[src/rtl/msx_mouse_pkg.sv]
// Shared types and constants for the MSX joystick-port mouse reader.
package msx_mouse_pkg;

  // Poll sequencer states. One poll visits TOGGLE/SETTLE/SAMPLE once per
  // nibble and then DONE once.
  typedef enum logic [2:0] {
    IDLE   = 3'd0,
    TOGGLE = 3'd1,
    SETTLE = 3'd2,
    SAMPLE = 3'd3,
    DONE   = 3'd4
  } state_t;

  // Nibbles per poll: X high, X low, Y high, Y low.
  localparam int NIBBLES = 4;

  // Port pin positions inside the 6-bit pin vector.
  localparam int NIB_LSB = 0;
  localparam int BTN1    = 4;
  localparam int BTN2    = 5;

  // Data nibble carried on the low four pins.
  function automatic logic [3:0] pin_nibble(input logic [5:0] pins);
    return pins[NIB_LSB +: 4];
  endfunction

  // Buttons are active-low on the port; return them active-high as
  // {button 2, button 1}.
  function automatic logic [1:0] pin_buttons(input logic [5:0] pins);
    return ~{pins[BTN2], pins[BTN1]};
  endfunction

endpackage

[src/rtl/sync_ff.sv]
// N-bit two-stage synchronizer for asynchronous inputs, with a selectable
// reset value so idle-high lines do not glitch low out of reset.
module sync_ff #(
  parameter int             N       = 6,
  parameter logic [N-1:0]   RST_VAL = '1
) (
  input  logic         clk_sys,
  input  logic         reset,
  input  logic [N-1:0] d,
  output logic [N-1:0] q
);

  logic [N-1:0] meta;

  // Two back-to-back flops; only q is safe to use downstream.
  always_ff @(posedge clk_sys) begin
    if (reset) begin
      meta <= RST_VAL;
      q    <= RST_VAL;
    end else begin
      meta <= d;
      q    <= meta;
    end
  end

endmodule

[src/rtl/msx_mouse_reader.sv]
// Host-side reader for the MSX joystick-port mouse. Each poll toggles the
// strobe four times, waits SETTLE_CYC cycles after every edge, samples one
// nibble per edge (X hi, X lo, Y hi, Y lo) and publishes signed 8-bit deltas
// plus the two buttons.
//
// Output handshake: valid is a single-cycle pulse with no back-pressure;
// dx/dy/btn change only in the cycle valid is high and hold until the next
// pulse. busy is high from the cycle the first strobe edge appears through
// the valid cycle, and is low the cycle after.
module msx_mouse_reader
  import msx_mouse_pkg::*;
#(
  parameter int unsigned SETTLE_CYC = 860,
  parameter int unsigned POLL_CYC   = 358000
) (
  input  logic       clk_sys,
  input  logic       reset,
  input  logic       enable,
  input  logic [5:0] pin_in,
  output logic       strobe,
  output logic [7:0] dx,
  output logic [7:0] dy,
  output logic [1:0] btn,
  output logic       valid,
  output logic       busy
);

  localparam int POLL_W = $clog2(POLL_CYC);
  localparam int SET_W  = $clog2(SETTLE_CYC);
  localparam int IDX_W  = $clog2(NIBBLES);

  localparam logic [POLL_W-1:0] POLL_RELOAD   = POLL_W'(POLL_CYC - 1);
  localparam logic [SET_W-1:0]  SETTLE_RELOAD = SET_W'(SETTLE_CYC - 1);
  localparam logic [IDX_W-1:0]  LAST_IDX      = IDX_W'(NIBBLES - 1);

  state_t            state;
  state_t            state_next;
  logic              poll_start;

  logic [5:0]        pins_sync;
  logic [POLL_W-1:0] poll_cnt;
  logic [SET_W-1:0]  settle_cnt;
  logic [IDX_W-1:0]  idx;
  logic [15:0]       sr;
  logic [1:0]        btn_cap;

  // Port pins are asynchronous to clk_sys; idle level of every pin is high.
  sync_ff #(
    .N       (6),
    .RST_VAL (6'h3F)
  ) u_sync (
    .clk_sys (clk_sys),
    .reset   (reset),
    .d       (pin_in),
    .q       (pins_sync)
  );

  // State register.
  always_ff @(posedge clk_sys) begin
    if (reset) begin
      state <= IDLE;
    end else begin
      state <= state_next;
    end
  end

  // Next-state decode; poll_start marks the cycle a poll is committed to.
  always_comb begin
    state_next = state;
    poll_start = 1'b0;
    case (state)
      IDLE: begin
        if (poll_cnt == '0 && enable) begin
          state_next = TOGGLE;
          poll_start = 1'b1;
        end
      end
      TOGGLE: state_next = SETTLE;
      SETTLE: begin
        if (settle_cnt == '0) begin
          state_next = SAMPLE;
        end
      end
      SAMPLE: state_next = (idx == LAST_IDX) ? DONE : TOGGLE;
      DONE:   state_next = IDLE;
      default: state_next = IDLE;
    endcase
  end

  // Poll interval counter: free-runs in every state so poll starts stay
  // POLL_CYC apart; it parks at zero while enable holds off the next poll.
  always_ff @(posedge clk_sys) begin
    if (reset) begin
      poll_cnt <= POLL_RELOAD;
    end else if (poll_start) begin
      poll_cnt <= POLL_RELOAD;
    end else if (poll_cnt != '0) begin
      poll_cnt <= poll_cnt - 1'b1;
    end
  end

  // Settle counter: loaded on each strobe toggle, so SETTLE dwells exactly
  // SETTLE_CYC cycles before the nibble is sampled.
  always_ff @(posedge clk_sys) begin
    if (reset) begin
      settle_cnt <= '0;
    end else if (state == TOGGLE) begin
      settle_cnt <= SETTLE_RELOAD;
    end else if (state == SETTLE && settle_cnt != '0) begin
      settle_cnt <= settle_cnt - 1'b1;
    end
  end

  // Strobe and busy. Four toggles per poll bring strobe back to its
  // pre-poll level; a mid-poll reset forces it low.
  always_ff @(posedge clk_sys) begin
    if (reset) begin
      strobe <= 1'b0;
      busy   <= 1'b0;
    end else begin
      case (state)
        IDLE:    busy   <= 1'b0;
        TOGGLE: begin
          strobe <= ~strobe;
          busy   <= 1'b1;
        end
        default: ;
      endcase
    end
  end

  // Nibble index and shift register: nibbles enter MSB-first so the first
  // sample ends up in sr[15:12]. Buttons are taken with the last nibble.
  always_ff @(posedge clk_sys) begin
    if (reset) begin
      idx     <= '0;
      sr      <= '0;
      btn_cap <= '0;
    end else if (poll_start) begin
      idx <= '0;
    end else if (state == SAMPLE) begin
      sr  <= {sr[11:0], pin_nibble(pins_sync)};
      idx <= idx + 1'b1;
      if (idx == LAST_IDX) begin
        btn_cap <= pin_buttons(pins_sync);
      end
    end
  end

  // Result publication: dx/dy/btn update together with the valid pulse.
  always_ff @(posedge clk_sys) begin
    if (reset) begin
      dx    <= '0;
      dy    <= '0;
      btn   <= '0;
      valid <= 1'b0;
    end else begin
      valid <= 1'b0;
      if (state == DONE) begin
        dx    <= sr[15:8];
        dy    <= sr[7:0];
        btn   <= btn_cap;
        valid <= 1'b1;
      end
    end
  end

endmodule

[config.mk]
export PLATFORM = sky130hd
export DESIGN_NAME = msx_mouse_reader
export DESIGN_NICKNAME = d
export VERILOG_FILES = /design/src/rtl/msx_mouse_pkg.sv /design/src/rtl/sync_ff.sv /design/src/rtl/msx_mouse_reader.sv
export SDC_FILE = /design/constraint.sdc
export NUM_CORES = 1
export LEC_CHECK = 0
export BUFFER_PORTS_ARGS = -buffer_cell sky130_fd_sc_hd__buf_2
export CAP_MARGIN = 20
export CORE_UTILIZATION = 58
export CTS_CLUSTER_SIZE = 28
export DETAILED_ROUTE_END_ITERATION = 8
export PLACE_DENSITY = 0.88
export RECOVER_POWER = 100
export SYNTH_ARGS = -nofsm -noshare
export SYNTH_HDL_FRONTEND = slang
export SYNTH_SLANG_ARGS = --single-unit
[constraint.sdc]
create_clock -name clk_sys -period 2.1 [get_ports clk_sys]
set_input_delay 0.105 -clock clk_sys [delete_from_list [all_inputs] [get_ports clk_sys]]
set_output_delay 0.105 -clock clk_sys [all_outputs]
set_load 0.02 [all_outputs]
==> results of run 1 <==
## power by group
| part | switching, mW | total [mW] | internal (mW) |
|---|---|---|---|
| clock | 0.607 | 1.29 | 0.686 |
| combinational | 0.174 | 0.300 | 0.126 |
| sequential | 0.0382 | 1.70 | 1.66 |
## layout by cell type, fill, tap and decap left out, drive strengths merged, types with 3 or more instances in the layout
master / count
a211oi: 3
a21oi: 49
a311oi: 3
a31oi: 4
buf: 11
clkbuf: 34
dfxtp: 85
dlygate4sd3: 6
ha: 4
inv: 11
nand2: 89
nand2b: 3
nand3: 7
nor2: 22
nor3: 15
nor4: 6
o21ai: 6
or2: 13
or3: 6
or4: 4
xnor2: 15
## registers in the layout (all words and copies together), names as in the netlist
signal	flops
idx	2
u_sync.q	6
u_sync.meta	6
busy	1
strobe	1
dx	8
btn_cap	2
valid	1
state	3
sr	16
poll_cnt	19
btn	2
dy	8
settle_cnt	10
## worst max-delay path, stage by stage, from the launching register on
cell and delay (ns):
dfxtp_1 0.33, or3_1 0.47, nor4b_4 0.38, nor2b_1 0.12, or4_4 0.49, a21oi_2 0.12
## through the flow
| stage | hold WS, ns | cells |
|---|---|---|
| 6_report | 0.0541 | 494 |
| 5_1_grt | 0.0435 | 494 |
| 4_1_cts | 0.0413 | 494 |
| 3_5_place_dp | 0.289 | 472 |
| 3_3_place_gp | 0.287 | 472 |
| 2_1_floorplan | 0.209 | 384 |
## what timing repair did
action                                 4_1_cts  5_1_grt
endpoints found under the hold margin        6        0
setup endpoints to repair                    0       13
gates resized for setup                      0        1
hold buffers                                 6        0
## worst max path at each step
stage / from / end / cells past startpoint
2_1_floorplan: poll_cnt[0]$_SDFFE_PP1P_ / poll_cnt[5]$_SDFFE_PP1P_ / 9
3_3_place_gp: poll_cnt[0]$_SDFFE_PP1P_ / poll_cnt[3]$_SDFFE_PP1P_ / 7
3_5_place_dp: poll_cnt[1]$_SDFFE_PP1P_ / poll_cnt[18]$_SDFFE_PP1P_ / 7
4_1_cts: poll_cnt[1]$_SDFFE_PP1P_ / poll_cnt[18]$_SDFFE_PP1P_ / 7
5_1_grt: settle_cnt[3]$_SDFFE_PP0P_ / settle_cnt[9]$_SDFFE_PP0P_ / 5
6_report: settle_cnt[6]$_SDFFE_PP0P_ / state[0]$_SDFFE_PP0P_ / 5
## per-layer routing
metal	track usage, %	wire, um	up-vias
met4	10.6	94	0
li1	-	-	1363
met3	5.65	233	9
met2	34.2	2870	55
met1	26.8	2880	1239
met5	0	0	-
## final cells by class
class / count / area, sq um / area share (%)
flip-flops and latches: 85 / 1700 / 45.1
multi-input cells: 272 / 1510 / 40.0
repair buffers: 42 / 220 / 5.83
clock buffers: 9 / 124 / 3.28
clock inverters: 7 / 103 / 2.72
well taps: 72 / 90.1 / 2.39
inverters: 7 / 26.3 / 0.696
## logic make-up (layout without fill, tap and decap cells)
family	after synthesis	in the layout	synth area share, %
AO/OA/AOI/OAI	70	70	12.4
XOR/XNOR	17	17	4.44
adder cells (fa/ha/maj)	4	4	1.49
buffers and inverters	27	65	3.66
flip-flops	85	85	50.8
multiplexers	1	1	0.299
AND/OR/NAND/NOR	180	180	26.9
==> results.md, run 1 <==
* Status: complete, no violations
* Final setup vio count at 0
* Dpl ws at between 0.15 and 0.2 ns
* Final TNS setup at 0 ns
* Most common cell in the netlist: nand2_1
* Netlist cell types at 48
* Initial antenna violation count at 0
* Hold Path Stages at 3
* Leading area contributor after synthesis: dfxtp_1
* Final net count at 430
* Pleak at 1.28 nW
* Endpoint class of the critical path: register
* Die width at roughly 78 um
* Min cycle time layout at 1.98 ns
* Max_cap viols at 0
* Avg Inst Size Synth at 8.73 sq um
* Placed wire-length estimate at 3940 um
* Antenna cells at 0
* Final hold violation count at 0
* Clock sinks at 85
* Fin util at 68.2%
* EDFF count, synth at 0
* Worst min-delay path startpoint: enable
* Total GRT Usage at between 20% and 30%
* Top FF cell, synth: dfxtp_1
* Port Buffers at 29
* Worst VDD drop at roughly 0.00048 V
* Mapped Cells at around 380
* Area of placed instances at 0.00354 sq mm
* Warnings, synthesis at 0
* Drt drc at 0
* Cell area power density at 871 mW/mm^2
* TritonCTS clock tree: built
* DR vias at 2,666
* DRT iter0 DRCs at 133
* Setup ws final at around 0.12 ns
* Top-area cell type share of the netlist area at about half
* Fmax at 0.506 GHz
* H-tree Lvls at 3
* Sequential area share after synthesis at 50.8%
* Max Root-Sink Buffers at 2
* Commonest cells in the netlist: nand2_1, dfxtp_1, a21oi_1
* RSZ-0062 raised after global routing: false
* First-pass DRT Iterations at 4
* Worst Skew at 0.0113 ns
* Routed WL per cell at 12.3 um
* Clock buffer count from CTS at 9
* Ports at 30
* Tot Pwr at 3.29 mW
* Post-Syn Nets at 397
* R2r worst-path depth at 5
* Clock latency at the later pin of the worst-skew pair at about 0.36 ns
* FILL cells at 454
* Die H at 78.0 um
* R2R setup slack at between 0.1 and 0.15 ns
* Max-slew violations at 0
* Vias per inst at ~5.4
* Die ar. at 0.00608 sq mm
* Slew at the pin closest to its max-slew limit at slightly below 1 ns
* GRT Residual Overflow at 0
* Initial Util at 60.5%
* Post-route ant nets at 0
* Critical Path RT at between 2 and 2.5 ns
* FF-to-FF Start: settle_cnt[6]$_SDFFE_PP0P_
* RePlAce Congestion at 0.840
* Largest fanout on the critical path at 5
* First-pass GRT wire length at a little over 10,000 um
* Core area at 0.00554 sq mm
* Design Area, Final at 0.00378 sq mm
* Reg2Reg Capture Point: state[0]$_SDFFE_PP0P_
* Relative slew slack at 35.8%
* CTS root buf: clkbuf_8
* Startpoint types: register
* Share of cells above drive strength 1 at 12.6%
* Post-Route WL at 6080 um
* Crit share post-route at between 90% and 100%
* Layout area overhead at 12.7%
* Post-CTS Repair Setup Buffers at 0
* Vias in the first global route at 2,351
* Hold endpoint: state[0]$_SDFFE_PP0P_
* Post-Synthesis Cell Area at between 0.003 and 0.004 sq mm
* # rows at 27
* Async set-or-reset flop fraction in the synthesized netlist at 0%
* Worst-path clk slew at 0.09 ns
* Crit path kind: reg -> reg
* Seq cells post-synth at 85
* Hold crit path type: in -> reg
* Worst EP arrival at 2.27 ns
* Synth top area cells: dfxtp_1, nand2_1, a21oi_1
* Largest net degree at the start of global routing at 43
No activity file was read; power rests on OpenSTA's default activity.
==> run 2: changes to the inputs <==
HOLD_SLACK_MARGIN = 0.12   (was default)
PLACE_DENSITY = default   (was 0.88)
PLACE_DENSITY_LB_ADDON = 0.3   (was default)
==> run 2 against run 1 <==
  * Worst hold slack better by 0.35 ns
  * Sequential cell count unchanged
  * Critical endpoint unchanged
  * Via count shrank 0.26%
  * Cell area up 1.2%
  * Sequential power barely moved
  * Register-to-register slack improved by 0.02 ns
  * Final cell count rose by 0.61%
  * Largest power group unchanged
==> results.md, run 2 (same netlist as run 1, synthesis figures left out) <==
* Tot Pwr at 3.30 mW (+0.45%)
* Drt drc at 0 (unchanged)
* Placed wire-length estimate at 4130 um (+4.7%)
* Share of cells above drive strength 1 at 13.2% (+0.62 points)
* Largest net degree at the start of global routing at 50 (+16%)
* TritonCTS clock tree: built
* Setup ws final at 0.148 ns (+0.0234 ns)
* Layout area overhead at 14.0%
* Reg2Reg Capture Point: state[0]$_SDFFE_PP0P_
* Max reg flops at 19 (unchanged)
* DRT iter0 DRCs at 159 (+20%)
* Slew at the pin closest to its max-slew limit at 1.04 ns (+0.0762 ns)
* CP startpoint: settle_cnt[6]$_SDFFE_PP0P_
* CTS root buf: clkbuf_8
* Cell area power density at 865 mW/mm^2 (-0.71%)
* Startpoint types: register
* GRT Residual Overflow at 0 (unchanged)
* Worst EP arrival at 2.23 ns (-0.04 ns)
* Hold crit path type: reg -> reg
* Pleak at 1.31 nW (+2.1%)
* H-tree Lvls at 3 (unchanged)
* Commonest non-fill, non-tap cell in the layout: nand2_1
* Final TNS setup at 0 ns (unchanged)
* First-pass DRT Iterations at 4 (unchanged)
* Max-slew violations at 0 (unchanged)
* Ports at 30 (unchanged)
* Dpl ws at 0.182 ns (+0.0143 ns)
* First-pass GRT wire length at 11,100 um (+8.8%)
* R2R setup slack at 0.15 ns (+0.02 ns)
* Crit share post-route at 93.0% (-1.1 points)
* End point of the critical path: state[0]$_SDFFE_PP0P_
* Most frequent cells in the layout: nand2_1, dfxtp_1, a21oi_1
* Largest fanout on the critical path at 5 (unchanged)
* RePlAce Congestion at 0.811 (-3.4%)
* Final net count at 433 (+0.70%)
* Crit path kind: reg -> reg
* Top flop regs: poll_cnt: 19 flops, sr: 16 flops, settle_cnt: 10 flops
* Die width at 78.0 um (unchanged)
* Die H at 78.0 um (unchanged)
* Vias per inst at 5.35 (-0.86%)
* FF-to-FF Start: settle_cnt[6]$_SDFFE_PP0P_
* Worst Skew at 0.0138 ns (+0.00250 ns)
* Core area at 0.00554 sq mm (unchanged)
* Final hold violation count at 0 (unchanged)
* R2r worst-path depth at 5 (unchanged)
* Vias in the first global route at 2,534 (+7.8%)
* Max Root-Sink Buffers at 2 (unchanged)
* Clock latency at the later pin of the worst-skew pair at 0.35 ns (about the same)
* Final setup vio count at 0 (unchanged)
* Worst VDD drop at 0.000635 V (+33%)
* Die ar. at 0.00608 sq mm (unchanged)
* Clock buffer count from CTS at 9 (unchanged)
* Total GRT Usage at 23.2% (+1.8 points)
* Relative slew slack at 30.7% (-5.1 points)
* Port Buffers at 29 (unchanged)
* RSZ-0062 raised after global routing: false
* Routed WL per cell at 12.9 um (+4.5%)
* Worst-path clk slew at 0.09 ns (about the same)
* Initial Util at 60.5% (unchanged)
* Antenna cells at 0 (unchanged)
* Clock sinks at 85 (unchanged)
* Initial antenna violation count at 0 (unchanged)
* Max_cap viols at 0 (unchanged)
* Critical Path RT at 2.38 ns (about the same)
* Min cycle time layout at 1.95 ns (-0.0234 ns)
* # rows at 27 (unchanged)
* Post-route ant nets at 0 (unchanged)
* Post-CTS Repair Setup Buffers at 0 (unchanged)
* Fmax at 0.512 GHz (+1.2%)
* Post-Route WL at 6390 um (+5.1%)
* Top reg by flops: poll_cnt
* Status: complete, no violations
* Endpoint class of the critical path: register
* Fin util at 68.9% (+0.79 points)
* DR vias at 2,659 (-0.26%)
## run 2: report_power, final
group	leakage (nW)	total (mW)	internal, mW	switching [mW]
clock network	0.112	1.31	0.688	0.617
registers	0.689	1.70	1.66	0.0393
logic	0.510	0.301	0.128	0.174
total	1.31	3.30	2.47	0.830
## run 2: cell type report
cell class | instances | area (sq um)
well taps | 72 | 90.1
clock buffers | 9 | 124
multi-input cells | 272 | 1520
inverters | 7 | 26.3
repair buffers | 45 | 256
clock inverters | 7 | 105
flip-flops and latches | 85 | 1700
fillers | 474 | 1720
## run 2: what timing repair did
item / in CTS / in global routing
hold endpoints to repair: 7 / 0
setup endpoints to repair: 0 / 14
hold buffers: 7 / 0
resized for setup: 0 / 1
## run 2: worst max-delay path, cell delays in order (launching register included)
cell and delay [ns]:
dfxtp_1 0.34, or3_1 0.46, nor4b_4 0.37, nor2b_1 0.13, or4_4 0.48, a21oi_1 0.11
## run 2: worst min-delay path by stage
stage	from	end	cells past startpoint
final	u_sync.meta[0]$_SDFF_PP1_	u_sync.q[0]$_SDFF_PP1_	1
after CTS	reset	strobe$_SDFFE_PP0P_	2
after global routing	u_sync.meta[1]$_SDFF_PP1_	u_sync.q[1]$_SDFF_PP1_	1
after floorplan	pin_in[0]	u_sync.meta[0]$_SDFF_PP1_	1
after global placement	pin_in[5]	u_sync.meta[5]$_SDFF_PP1_	2
after detailed placement	pin_in[0]	u_sync.meta[0]$_SDFF_PP1_	2
## run 2: per-layer routing
layer | global-route usage, % | routed length, um
met1 | 28.8 | 3000
met2 | 39.6 | 3090
met3 | 3.88 | 204
met4 | 10.0 | 97
met5 | 0 | 0
## run 2: per-stage QoR
step / instances / instance area [sq um] / hold slack [ns]
global placement: 474 / 3560 / 0.287
detailed placement: 474 / 3560 / 0.292
global route: 497 / 3820 / 0.430
floorplan: 384 / 3350 / 0.209
finish: 497 / 3820 / 0.407
CTS: 497 / 3860 / 0.346
==> run 3: changes to the inputs <==
RECOVER_POWER = 25   (was 100)
==> run 3 against run 2 <==
  * Power increased by 0.54%
  * Final cell count is the same
  * Combinational power is 4% higher
  * Clock power about the same
  * Cell area up 0.66%
  * Clock skew grew 0.00090 ns
  * Maximum frequency rose by 2.3%
  * Via count rose by 0.30%
==> results.md, run 3 (same netlist as run 1, synthesis figures left out) <==
* Pleak at 1.35 nW (+2.7%)
* Clock buffer count from CTS at 9 (unchanged)
* Fin util at 69.4% (+0.45 points)
* Final setup vio count at 0 (unchanged)
* Status: complete, no violations
* Crit path kind: reg -> reg
* DR vias at 2,667 (+0.30%)
* Routed WL per cell at 12.9 um (+0.63%)
* Die H at 78.0 um (unchanged)
* Slowest stage cell, crit path: a31oi_4
* Net Sw Frac at 25.3% (+0.22 points)
* Cell area power density at 864 mW/mm^2 (-0.11%)
* CP top delay family: simple AND/OR/NAND/NOR gates
* Final hold slack at 0.410 ns (+0.00217 ns)
* Dpl ws at 0.182 ns (unchanged)
* RSZ-0062 raised after global routing: false
* Port Buffers at 29 (unchanged)
* CP cell instances: inv_1 > ha_1 > nor3b_2 > and4_1 > and3_1 > a31oi_4 > o211ai_1
* Worst EP arrival at 2.12 ns (-0.11 ns)
* DRT iter0 DRCs at 174 (+9.4%)
* Met1 Resource Use GR at 28.8% (unchanged)
* CP peak stage delay at 0.42 ns (-0.06 ns)
* Gr busiest metal: met2
* NetSw at 0.842 mW (+1.4%)
* Most frequent cells in the layout: nand2_1, dfxtp_1, a21oi_1
* Die width at 78.0 um (unchanged)
* Final TNS setup at 0 ns (unchanged)
* Post-route ant nets at 0 (unchanged)
* Initial Util at 60.5% (unchanged)
* First-pass DRT Iterations at 4 (unchanged)
* GR Util met2 at 39.6% (unchanged)
* WP buf/inv at 1 (+1)
* Max_cap viols at 0 (unchanged)
* CTS root buf: clkbuf_8
* Vias per inst at 5.37 (+0.30%)
* Post-CTS Repair Setup Buffers at 0 (unchanged)
* Share of cells above drive strength 1 at 16.2% (+3.1 points)
* Largest net degree at the start of global routing at 50 (unchanged)
* Layout area overhead at 14.7%
* Worst VDD drop at 0.000633 V (-0.46%)
* # rows at 27 (unchanged)
* Commonest non-fill, non-tap cell in the layout: nand2_1
* Endpoint class of the critical path: register
* Slew at the pin closest to its max-slew limit at 0.959 ns (-0.0803 ns)
* Tot Pwr at 3.32 mW (+0.54%)
* Max Root-Sink Buffers at 2 (unchanged)
* Relative slew slack at 36.1% (+5.4 points)
* Worst-path clk slew at 0.09 ns (about the same)
* Vias in the first global route at 2,534 (unchanged)
* Startpoint types: register
* Top flop regs: poll_cnt: 19 flops, sr: 16 flops, settle_cnt: 10 flops
* GRT Residual Overflow at 0 (unchanged)
* Critical Path RT at 2.31 ns (-0.07 ns)
* Core area at 0.00554 sq mm (unchanged)
* Min cycle time layout at 1.91 ns (-0.0444 ns)
* Sequential share of power at 51.1% (-0.3 points)
* Comb pwr share at 9.4% (+0.3 points)
* Ports at 30 (unchanged)
* Clock sinks at 85 (unchanged)
* Placed wire-length estimate at 4130 um (unchanged)
* Grt met3 use at 3.88% (unchanged)
* Final net count at 433 (unchanged)
* RePlAce Congestion at 0.811 (unchanged)
* Crit share post-route at 90.9% (-2.1 points)
* P_int at 2.48 mW (+0.25%)
* Max-slew violations at 0 (unchanged)
* Final hold violation count at 0 (unchanged)
* Initial antenna violation count at 0 (unchanged)
* Total GRT Usage at 23.2% (unchanged)
* Worst Skew at 0.0147 ns (+0.000898 ns)
* Die ar. at 0.00608 sq mm (unchanged)
* TritonCTS clock tree: built
* Clock power frac at 39.5% (about the same)
* Post-Route WL at 6430 um (+0.63%)
* Largest fanout on the critical path at 13 (+8)
* Setup ws final at 0.192 ns (+0.0444 ns)
* Antenna cells at 0 (unchanged)
* Fmax at 0.524 GHz (+2.3%)
* Max reg flops at 19 (unchanged)
* Hold crit path type: reg -> reg
* First-pass GRT wire length at 11,100 um (unchanged)
* Top reg by flops: poll_cnt
* H-tree Lvls at 3 (unchanged)
* Clock latency at the later pin of the worst-skew pair at 0.35 ns (about the same)
* Drt drc at 0 (unchanged)
## run 3: cell count changes in the layout (fill, tap and decap cells not counted), sizes merged
cell / previous run / this run
buf: 15 / 24
clkbuf: 32 / 23
## run 3: layout make-up
class	instances	area [sq um]
Clock buffer	9	124
Clock inverter	7	105
Fill cell	464	1700
Inverter	7	26.3
Multi-Input combinational cell	272	1530
Sequential cell	85	1700
Tap cell	72	90.1
Timing Repair Buffer	45	267
## run 3: final timing paths
check	to	slack (ns)	from	cells past startpoint
setup / recovery	poll_cnt[3]$_SDFFE_PP1P_	0.19	poll_cnt[0]$_SDFFE_PP1P_	7
hold / removal	u_sync.q[0]$_SDFF_PP1_	0.41	u_sync.meta[0]$_SDFF_PP1_	1
setup reg to reg	poll_cnt[3]$_SDFFE_PP1P_	0.19	poll_cnt[0]$_SDFFE_PP1P_	7
hold reg to reg	u_sync.q[0]$_SDFF_PP1_	0.41	u_sync.meta[0]$_SDFF_PP1_	1
## run 3: worst reg2reg max path, delay by kind of cell, from the launching register on
family                     cells  cell delay (ns)
and+or+nand+nor                3             0.58
DFF                            1             0.33
buffers and inverters          1             0.10
adders and majority gates      1             0.20
AOI/OAI and AO/OA              2             0.57
## run 3: routing by layer
metal  vias to the layer above  wire (um)
met1                      1245       3070
met2                        39       3110
li1                       1373          -
met3                        10        144
met4                         0        105
met5                         -          0
## run 3: timing repair
action,4_1_cts,5_1_grt
endpoints found under the hold margin,7,0
hold buffers,7,0
resized for setup,0,1
setup endpoints to repair,0,14
## run 3: per-stage QoR
step,instances,instance area (sq um)
3_5_place_dp,474,3560
4_1_cts,497,3860
3_3_place_gp,474,3560
6_report,497,3840
2_1_floorplan,384,3350
5_1_grt,497,3840
## run 3: power groups by stage
stage	Clock (mW)	Combinational, mW	Sequential (mW)
final	1.31	0.312	1.70
after global routing	1.40	0.349	1.71
after CTS	1.33	0.311	1.70
after detailed placement	0	0.299	1.74
after global placement	0	0.289	1.73
after floorplan	0	0.244	1.73
